<file path="src/rtl/sort_top.sv">
// -----------------------------------------------------------------------------
// sort_top -- pipelined rank-based minimum sorter
//
// Each cycle a vector of M unsigned N-bit keys is accepted. Three cycles later
// the W smallest keys of that vector appear on o_y_q in ascending order
// (o_y_q[0] holds the smallest). The pipeline has no handshake and no stall:
// a new vector may be applied every clock.
//
// Pipeline:
//   stage 1 (capture) : in_q   <= i_chi
//   stage 2 (rank)    : key_q  <= in_q, rank_q[i] <= number of keys that sort
//                       before in_q[i] (ties broken by lower index)
//   stage 3 (scatter) : o_y_q[r] <= the single key whose rank equals r
//
// Ports:
//   clk    in   1        single clock, all state updates on the rising edge
//   rst_n  in   1        synchronous reset, ACTIVE-HIGH despite the name
//                        (name kept for compatibility with the codebase)
//   i_chi  in   [M-1:0][N-1:0]  unsorted input keys, element k = i_chi[k]
//   o_y_q  out  [W-1:0][N-1:0]  registered sorted output, ascending with index
//
// Parameters (defaults taken from sort_pkg):
//   M  number of input keys per vector
//   N  key width in bits (unsigned)
//   W  number of output keys, legal range 1..M
//
// Build option:
//   SORT_DESCEND_EN  when defined the rank compare becomes greater-than, so
//                    o_y_q[0] is the largest key and the outputs are the W
//                    largest keys in descending order. Latency, reset and
//                    ports are unchanged.
// -----------------------------------------------------------------------------

package sort_pkg;
    localparam int M = 4;
    localparam int N = 4;
    localparam int W = 4;
endpackage

module sort_top #(
    parameter int M = sort_pkg::M,
    parameter int N = sort_pkg::N,
    parameter int W = sort_pkg::W
) (
    input  logic                  clk,
    input  logic                  rst_n,
    input  logic [M-1:0][N-1:0]   i_chi,
    output logic [W-1:0][N-1:0]   o_y_q
);

    // Rank width: enough to encode 0..M-1, never narrower than one bit.
    localparam int RW = (M > 1) ? $clog2(M) : 1;

    // -------------------------------------------------------------------------
    // Stage 1: capture
    // -------------------------------------------------------------------------
    logic [M-1:0][N-1:0] in_q;

    // Reset takes priority over the data path, so an X on i_chi while reset
    // is held never reaches any register.
    always_ff @(posedge clk) begin
        if (rst_n) begin
            in_q <= '0;
        end else begin
            in_q <= i_chi;
        end
    end

    // -------------------------------------------------------------------------
    // Stage 2: rank
    // -------------------------------------------------------------------------
    // Every key is compared with every other key in parallel. Key j "beats"
    // key i when it must be placed ahead of i in the output order:
    //   - strictly smaller (strictly larger in the descending build), or
    //   - equal value and a lower index.
    // The index tie-break makes the sort stable and guarantees that the M
    // ranks are a permutation of 0..M-1, which the scatter stage relies on.
    logic [M-1:0][RW-1:0] rank_d;

    always_comb begin
        rank_d = '0;
        for (int i = 0; i < M; i++) begin
            for (int j = 0; j < M; j++) begin
                if (j != i) begin
`ifdef SORT_DESCEND_EN
                    if ((in_q[j] > in_q[i]) || ((in_q[j] == in_q[i]) && (j < i))) begin
                        rank_d[i] = rank_d[i] + RW'(1);
                    end
`else
                    if ((in_q[j] < in_q[i]) || ((in_q[j] == in_q[i]) && (j < i))) begin
                        rank_d[i] = rank_d[i] + RW'(1);
                    end
`endif
                end
            end
        end
    end

    logic [M-1:0][N-1:0]  key_q;
    logic [M-1:0][RW-1:0] rank_q;

    // Keys travel with their ranks so the scatter stage sees a matched pair.
    always_ff @(posedge clk) begin
        if (rst_n) begin
            key_q  <= '0;
            rank_q <= '0;
        end else begin
            key_q  <= in_q;
            rank_q <= rank_d;
        end
    end

    // -------------------------------------------------------------------------
    // Stage 3: scatter
    // -------------------------------------------------------------------------
    // Output slot r collects the key whose rank equals r. Because ranks are
    // unique exactly one key hits each slot, so a plain AND-OR mux is enough
    // and no priority logic is needed. Keys with rank >= W match no slot and
    // are dropped.
    //
    // Note: after reset key_q and rank_q are all zero, so every key claims
    // slot 0; since all those keys are zero the OR still yields zero.
    logic [W-1:0][N-1:0] y_d;

    always_comb begin
        y_d = '0;
        for (int r = 0; r < W; r++) begin
            for (int i = 0; i < M; i++) begin
                if (rank_q[i] == RW'(r)) begin
                    y_d[r] = y_d[r] | key_q[i];
                end
            end
        end
    end

    always_ff @(posedge clk) begin
        if (rst_n) begin
            o_y_q <= '0;
        end else begin
            o_y_q <= y_d;
        end
    end

endmodule

</file>
<file path="config.mk">
export PLATFORM = sky130hd
export DESIGN_NAME = sort_top
export DESIGN_NICKNAME = d
export VERILOG_FILES = /design/src/rtl/sort_top.sv
export SDC_FILE = /design/constraint.sdc
export NUM_CORES = 1
export LEC_CHECK = 0
export CELL_PAD_IN_SITES_DETAIL_PLACEMENT = 0
export CELL_PAD_IN_SITES_GLOBAL_PLACEMENT = 1
export CORE_UTILIZATION = 45
export DETAILED_ROUTE_END_ITERATION = 12
export PLACE_DENSITY_LB_ADDON = 0.1
export SLEW_MARGIN = 25
export SYNTH_ARGS = -nofsm -noshare
export SYNTH_HDL_FRONTEND = slang
export SYNTH_SLANG_ARGS = --single-unit
</file>
<file path="constraint.sdc">
create_clock -name clk -period 4 [get_ports clk]
set_input_delay 0.8 -clock clk [delete_from_list [all_inputs] [get_ports clk]]
set_output_delay 0.8 -clock clk [all_outputs]
set_load 0.01 [all_outputs]
</file>
After elaboration in Yosys (flattened, before gate mapping)
Cells that the tools add are included.
{"block": "classes", "magnitude_cmp": 12, "mux": 28, "add_sub_neg": 8, "reduce_logical": 10, "n_eq_ne": 18, "bitwise": 12}
{"op": "$mux W4", "count": 16}
{"op": "$lt A4 B4 Y1", "count": 12}
{"op": "$or A4 B4 Y4", "count": 12}
{"op": "$eq A4 B4 Y1", "count": 6}
{"op": "$eq A2 B2 Y1 const B", "count": 8}
{"op": "$mux W2", "count": 8}
{"op": "$add A1 B1 Y2 const B", "count": 4}
{"op": "$add A2 B1 Y2 const B", "count": 4}
{"op": "$eq A2 B1 Y1 const B", "count": 4}
{"op": "$logic_not A2 Y1", "count": 4}
{"op": "$logic_or A1 B1 Y1", "count": 6}
{"op": "$mux W1", "count": 4}
{"block": "word_totals", "input_bits": 18, "output_inout_bits": 16, "reg_bits": 56, "elab_cells": 104}

Logic depth before layout (Yosys ltp)
Gate-level depths: netlist of the first run.
{"block": "logic_depth", "depth_word": 8, "depth_mapped": 9, "depth_no_buf": 9}

Worst setup path after synthesis of the first run
Ideal clock, no wire load.
{"block": "synth_path", "kind": "reg-to-reg", "from": "reg in_q[9] (netlist name)", "to": "reg rank_q[4] (netlist name)", "slack_ns": 1.901, "path_buffers": 0, "period_less_slack_ns": 2.099, "stages_incl_launch_ff": 10, "required_ns": 3.930, "setup_time_ns": 0.070, "arrival_time_ns": 2.028, "cell_sequence": "dfxtp_1 inv_1 ha_1 nor2b_1 o21a_1 o21a_1 o21a_1 ha_1 or3_1 a21oi_1"}
{"block": "synth_between", "elab_chain_len": 7, "word_cells_on_any_way": 12, "classes_between": "add/sub (2); order compare (3); eq/ne (2); mux (3); reduce/logical (2)"}
{"element": "start, declared", "line_no": "57", "rtl": "logic [M-1:0][N-1:0] in_q;"}
{"element": "start signal, assigned", "line_no": "65", "rtl": "in_q <= i_chi;"}
{"element": "$lt A4 B4 Y1 / $eq A4 B4 Y1 (equally long branches)", "line_no": "90", "rtl": "if ((in_q[j] < in_q[i]) || ((in_q[j] == in_q[i]) && (j < i))) begin"}
{"element": "$logic_or A1 B1 Y1", "line_no": "90"}
{"element": "$mux W1", "line_no": "90"}
{"element": "$add A1 B1 Y2", "line_no": "91", "rtl": "rank_d[i] = rank_d[i] + RW'(1);"}
{"element": "$mux W2", "line_no": "90"}
{"element": "$add A2 B1 Y2", "line_no": "91"}
{"element": "$mux W2 (*)", "line_no": "90"}
{"element": "end signal, assigned", "line_no": "109", "rtl": "rank_q <= rank_d;"}
{"element": "end, declared", "line_no": "100", "rtl": "logic [M-1:0][RW-1:0] rank_q;"}
Every way passes the cells marked *; elsewhere a longest branch is shown, timed or not.
A chain may end at the register's enable or synchronous reset.

Worst setup path after layout of the first run
Ends and elaborated chain as after synthesis.

==> impl_metrics.env, run 1 <==
export IMPL_status="completed"
export IMPL_start_kind="flop"
export IMPL_drtIter0Drc=123
export IMPL_final_max_slew_viol_count=0
export IMPL_rows=27
export IMPL_synthXorXnorAreaFrac_pct=0
export IMPL_setup_tns_ns=0
export IMPL_dp_hpwl_um=4190
export IMPL_totalPowerFinal_mw=1.32
export IMPL_tritoncts="built"
export IMPL_final_cell_area_mm2=0.00310
export IMPL_synth_top_family_by_area="compound AO/OA/AOI/OAI gates"
export IMPL_synth_fa_ha_area_share_pct=15.0
export IMPL_cts_buffers_inserted=5
export IMPL_htreeDepth=2
export IMPL_final_common_cell="dfxtp_1"
export IMPL_cp_required_ns=4.23
export IMPL_nets=347
export IMPL_numPortBuffers=33
export IMPL_power_density_mw_per_mm2=425
export IMPL_detail_route_wl_per_cell_um=15.1
export IMPL_multi_input_area_mm2=0.00138
export IMPL_cts_hold_buf=0
export IMPL_drc=0
export IMPL_die_area_mm2=0.00606
export IMPL_whs_ns=0.525
export IMPL_hold_viol_final=0
export IMPL_crit_path_end_kind="flop"
export IMPL_grt_usage_pct=19.5
export IMPL_initial_core_util_pct=46.7
export IMPL_die_w_um=77.9
export IMPL_clk_pin_slew_worst_paths_ns=0.10
export IMPL_dp_slack_ns=1.73
export IMPL_seqCellArea_mm2=0.00112
export IMPL_cp_max_fo=3
export IMPL_place_inst=363
export IMPL_yosysWarnings=0
export IMPL_ir_worst_vdd_v=0.000188
export IMPL_clock_sinks=56
export IMPL_rsz0062_at_grt="no"
export IMPL_postCtsSetupBuffers=0
export IMPL_finalCritPeriodShare_pct=56.8
export IMPL_syn_nets=315
export IMPL_yosysTopAreaCell="dfxtp_1"
export IMPL_nFillCells=535
export IMPL_core_area_mm2=0.00554
export IMPL_grt_max_degree=61
export IMPL_syn_inst=266
export IMPL_antenna_found_initial=0
export IMPL_fin_crit_ns=2.27
export IMPL_synth_top_area_share_pct=43.3
export IMPL_area_growth_pct=19.7
export IMPL_setup_viol_count_final=0
export IMPL_setup_ws_ns=1.73
export IMPL_synthSimpleGateAreaFrac_pct=17.8
export IMPL_final_cell_mix="dfxtp_1, nor2b_1, clkdlybuf4s50_1"
export IMPL_synth_area_leaders="dfxtp_1, ha_1, nor2b_1"
export IMPL_ctsResizeCount=0
export IMPL_synth_mux_area_share_pct=1.74
export IMPL_max_slew_margin_pct=60.7
export IMPL_p_leak_nw=1.19
export IMPL_crit_type="flop to flop"
export IMPL_gr_total_overflow=0
export IMPL_final_cells=371
export IMPL_diodes=0
export IMPL_drive_gt1_share_pct=6.35
export IMPL_die_h_um=77.9
export IMPL_seq_area_frac_synth_pct=43.3
export IMPL_io_pins=34
export IMPL_vias=2003
export IMPL_drv_cap=0
export IMPL_ys_ff_latch=56
export IMPL_grt_pass1_wl_um=8930
export IMPL_async_flop_share_pct=0
export IMPL_worstSkewPairLatency_ns=0.30
export IMPL_ys_types=30
export IMPL_firstDrtPassIters=5
export IMPL_postPlaceCellArea_mm2=0.00298
export IMPL_gp_congestion=0.880
export IMPL_fin_util_pct=55.9
export IMPL_clockBufferDepth=2
export IMPL_antenna_left=0
export IMPL_synth_edf_count=0
export IMPL_hold_path_class="flop to flop"
export IMPL_syn_area_mm2=0.00259
export IMPL_worstMarginPinSlew_ns=0.589
export IMPL_via_per_inst=5.40
export IMPL_drt_wl_total_um=5600
export IMPL_clock_skew_final_ns=0.00672
export IMPL_grt_pass1_vias=1833
export IMPL_syn_area_per_cell_um2=9.74
export IMPL_cts_root_buf="clkbuf_8"
export IMPL_ys_flop_type="dfxtp_1"
export IMPL_cp_arrival_ns=2.50
export IMPL_fmax_mhz=440
export IMPL_synth_compound_gate_area_share_pct=18.9
-- final cells by class --
type | instances | share of cell area [%]
clock inverters | 2 | 1.25
clock buffers | 6 | 2.66
multi-input cells | 187 | 44.6
inverters | 15 | 1.82
well taps | 72 | 2.91
repair buffers | 33 | 10.6
flip-flops and latches | 56 | 36.2
-- path summary, 6_finish.rpt --
kind | start | to | slack (ns) | cells past startpoint
min | in_q[8] | key_q[8] | 0.52 | 2
max reg2reg | in_q[9] | rank_q[4] | 1.73 | 9
max | in_q[9] | rank_q[4] | 1.73 | 9
min reg2reg | in_q[8] | key_q[8] | 0.52 | 2
-- routing by layer --
layer	up-vias	part of all wire (%)	track usage, %
li1	1010	-	-
met3	14	4.5	3.65
met4	0	3.2	10.0
met1	901	44	24.3
met2	78	48	32.0
met5	-	0	0
-- cell usage after synthesis, drive strengths merged, types with 5 or more instances --
cell type and instances:
nor2b 36, o21a 10, ha 31, clkbuf 5
nand3 8, a32oi 5, o21ai 6, a21oi 20
dfxtp 56, nor2 22, a22oi 21, inv 15
-- where the power goes --
group / internal, mW / leakage [nW] / switching (mW) / total [mW]
clock: 0.205 / 0.0614 / 0.177 / 0.382
sequential: 0.601 / 0.462 / 0.0505 / 0.652
combinational: 0.135 / 0.668 / 0.149 / 0.284
-- sequential cells by signal, summed over array words and instances, names as in the netlist --
name	count
in_q	16
key_q	16
o_y_q	16
rank_q	8
-- cell families (layout without fill, tap and decap cells) --
kind of cell,after synthesis,count (layout)
and+or+nand+nor,82,82
DFF,56,56
adders and majority gates,31,31
AOI/OAI and AO/OA,70,70
buffers and inverters,23,56
muxes,4,4
-- critical path, stage by stage (launching register included) --
cell and delay [ns]:
dfxtp_1 0.34, inv_1 0.09, ha_1 0.29, nor2b_1 0.14, o21a_1 0.17, o21a_1 0.18
o21a_1 0.19, ha_1 0.31, or3_1 0.37, a21oi_1 0.14
No activity file was read; power rests on OpenSTA's default activity.
==> run 2, diff against run 1 <==
- CORE_UTILIZATION: 45 -> 42
- clock period: 4 -> 2.2 ns (I/O delays scaled with it)
==> run 2 against run 1 <==
  * Cell count is 2.7% higher
  * Sequential power up 83%
  * Non-clock buffer count up 7
  * Routed wire length increased by 3.2%
  * Utilization down 0.76 points
  * Largest cell class unchanged
  * Critical path type unchanged
  * Global-route usage fell by 0.50 points
  * Combinational power increased by 100%
  * Sequential share of layout area fell by 1.6 points
==> impl_metrics.env, run 2 (same netlist as run 1, synthesis figures left out) <==
export IMPL_status="completed"
export IMPL_critPathBufInv=2
export IMPL_grt_pass1_vias=1915
export IMPL_start_kind="flop"
export IMPL_crit_type="flop to flop"
export IMPL_hold_path_class="flop to flop"
export IMPL_die_w_um=80.5
export IMPL_clockPowerShare_pct=28.5
export IMPL_r2r_worst_path_cells=10
export IMPL_worstSkewPairLatency_ns=0.30
export IMPL_numPortBuffers=33
export IMPL_setup_viol_count_final=0
export IMPL_worstMarginPinSlew_ns=0.635
export IMPL_hold_path_depth=2
export IMPL_area_growth_pct=26.1
export IMPL_regToRegSetupSlack_ns=0.06
export IMPL_dp_hpwl_um=4470
export IMPL_via_per_inst=5.34
export IMPL_drc=0
export IMPL_fmax_mhz=468
export IMPL_cp_arrival_ns=2.34
export IMPL_clk_pin_slew_worst_paths_ns=0.10
export IMPL_final_common_cell="dfxtp_1"
export IMPL_gr_total_overflow=0
export IMPL_slowest_stage="dfxtp_2"
export IMPL_grt_max_degree=25
export IMPL_gp_congestion=0.820
export IMPL_critPathMaxStageDelay_ns=0.36
export IMPL_fin_crit_ns=2.14
export IMPL_intPower_mw=1.76
export IMPL_cp_depth=10
export IMPL_die_area_mm2=0.00648
export IMPL_nets=354
export IMPL_initial_core_util_pct=43.7
export IMPL_cp_max_fo=3
export IMPL_antenna_left=0
export IMPL_top_regs="in_q: 16 flops, key_q: 16 flops, o_y_q: 16 flops"
export IMPL_rsz0062_at_grt="yes"
export IMPL_p_leak_nw=1.24
export IMPL_dp_slack_ns=-0.0196
export IMPL_rows=28
export IMPL_tritoncts="built"
export IMPL_final_max_slew_viol_count=0
export IMPL_cp_required_ns=2.40
export IMPL_diodes=0
export IMPL_clock_sinks=56
export IMPL_postPlaceCellArea_mm2=0.00301
export IMPL_totalPowerFinal_mw=2.47
export IMPL_finalCritPeriodShare_pct=97.1
export IMPL_drtIter0Drc=53
export IMPL_htreeDepth=2
export IMPL_antenna_found_initial=0
export IMPL_p_comb_share_pct=23.3
export IMPL_cts_hold_buf=0
export IMPL_final_cell_area_mm2=0.00327
export IMPL_cts_root_buf="clkbuf_8"
export IMPL_cts_buffers_inserted=5
export IMPL_critical_path_top_delay_family="compound AO/OA/AOI/OAI gates"
export IMPL_fin_util_pct=55.2
export IMPL_crit_path_end_kind="flop"
export IMPL_vias=2036
export IMPL_setup_ws_ns=0.0647
export IMPL_clockBufferDepth=2
export IMPL_max_slew_margin_pct=57.4
export IMPL_cp_cell_sequence="inv_4 -> ha_4 -> nor2b_4 -> o21a_1 -> o21a_1 -> o21a_1 -> buf_4 -> ha_2 -> nor2b_4 -> mux2_4"
export IMPL_die_h_um=80.5
export IMPL_seqPwrFrac_pct=48.3
export IMPL_drv_cap=0
export IMPL_hold_viol_final=0
export IMPL_final_cell_mix="dfxtp_1, nor2b_1, clkdlybuf4s50_1"
export IMPL_grt_usage_pct=19.0
export IMPL_ir_worst_vdd_v=0.000420
export IMPL_firstDrtPassIters=5
export IMPL_place_inst=370
export IMPL_switching_share_pct=28.8
export IMPL_final_cells=381
export IMPL_detail_route_wl_per_cell_um=15.2
export IMPL_path_common_cell="o21a_1"
export IMPL_io_pins=34
export IMPL_drive_gt1_share_pct=14.4
export IMPL_clock_skew_final_ns=0.00747
export IMPL_switching_power_uw=711
export IMPL_core_area_mm2=0.00592
export IMPL_grt_pass1_wl_um=8960
export IMPL_power_density_mw_per_mm2=755
export IMPL_drt_wl_total_um=5780
[run 2: cell count changes in the layout (fill, tap and decap cells not counted), moves of 3 or more]
cell / delta
a21oi_1: -3
buf_4: +6
ha_1: -5
nor2b_1: -3
a21oi_2: +3
nor2b_4: +3
ha_4: +4
dfxtp_1: -4
[run 2: worst min-delay path, delay by kind of cell (launching register included)]
family	cells	cell delay, ns
DFF	1	0.35
buffers and inverters	1	0.08
and+or+nand+nor	1	0.04
[run 2: per-layer routing]
metal	wire, µm	track usage, %	up-vias
met5	0	0	-
met4	178	9.29	0
met3	215	3.86	12
met2	2950	34.7	62
met1	2440	20.7	932
li1	-	-	1030
[run 2: timing repair]
action | in CTS | in global routing
pin swaps | 0 | 8
endpoints found under the setup margin | 4 | 5
buffers inserted | 1 | 2
gates resized for setup | 5 | 20
[run 2: path summary, 6_finish.rpt]
kind,startpoint,end
hold / removal,in_q[8],key_q[8]
hold reg to reg,in_q[8],key_q[8]
setup / recovery,in_q[9],rank_q[3]
setup reg to reg,in_q[9],rank_q[3]
[run 2: final cells by class]
type	instances	area (µm²)
inverter	15	61.3
timing repair buffer	40	378
clock inverter	2	38.8
multi-input combinational	187	1480
fill	561	2650
clock buffer	6	82.6
sequential	56	1130
tap	75	93.8
[run 2: through the flow]
| step | setup TNS [ns] | hold WS (ns) |
|---|---|---|
| 4_1_cts | 0 | 0.490 |
| 3_3_place_gp | 0 | 0.499 |
| 5_1_grt | -0.0261 | 0.540 |
| 6_report | 0 | 0.514 |
| 3_5_place_dp | -0.0215 | 0.499 |
| 2_1_floorplan | 0 | 0.455 |
[run 2: power by group through the flow]
stage	clock network (mW)	logic, mW	registers, mW
3_5_place_dp	0	0.523	1.21
3_3_place_gp	0	0.520	1.21
6_report	0.702	0.574	1.19
5_1_grt	0.762	0.642	1.20
4_1_cts	0.723	0.528	1.19
2_1_floorplan	0	0.358	1.17
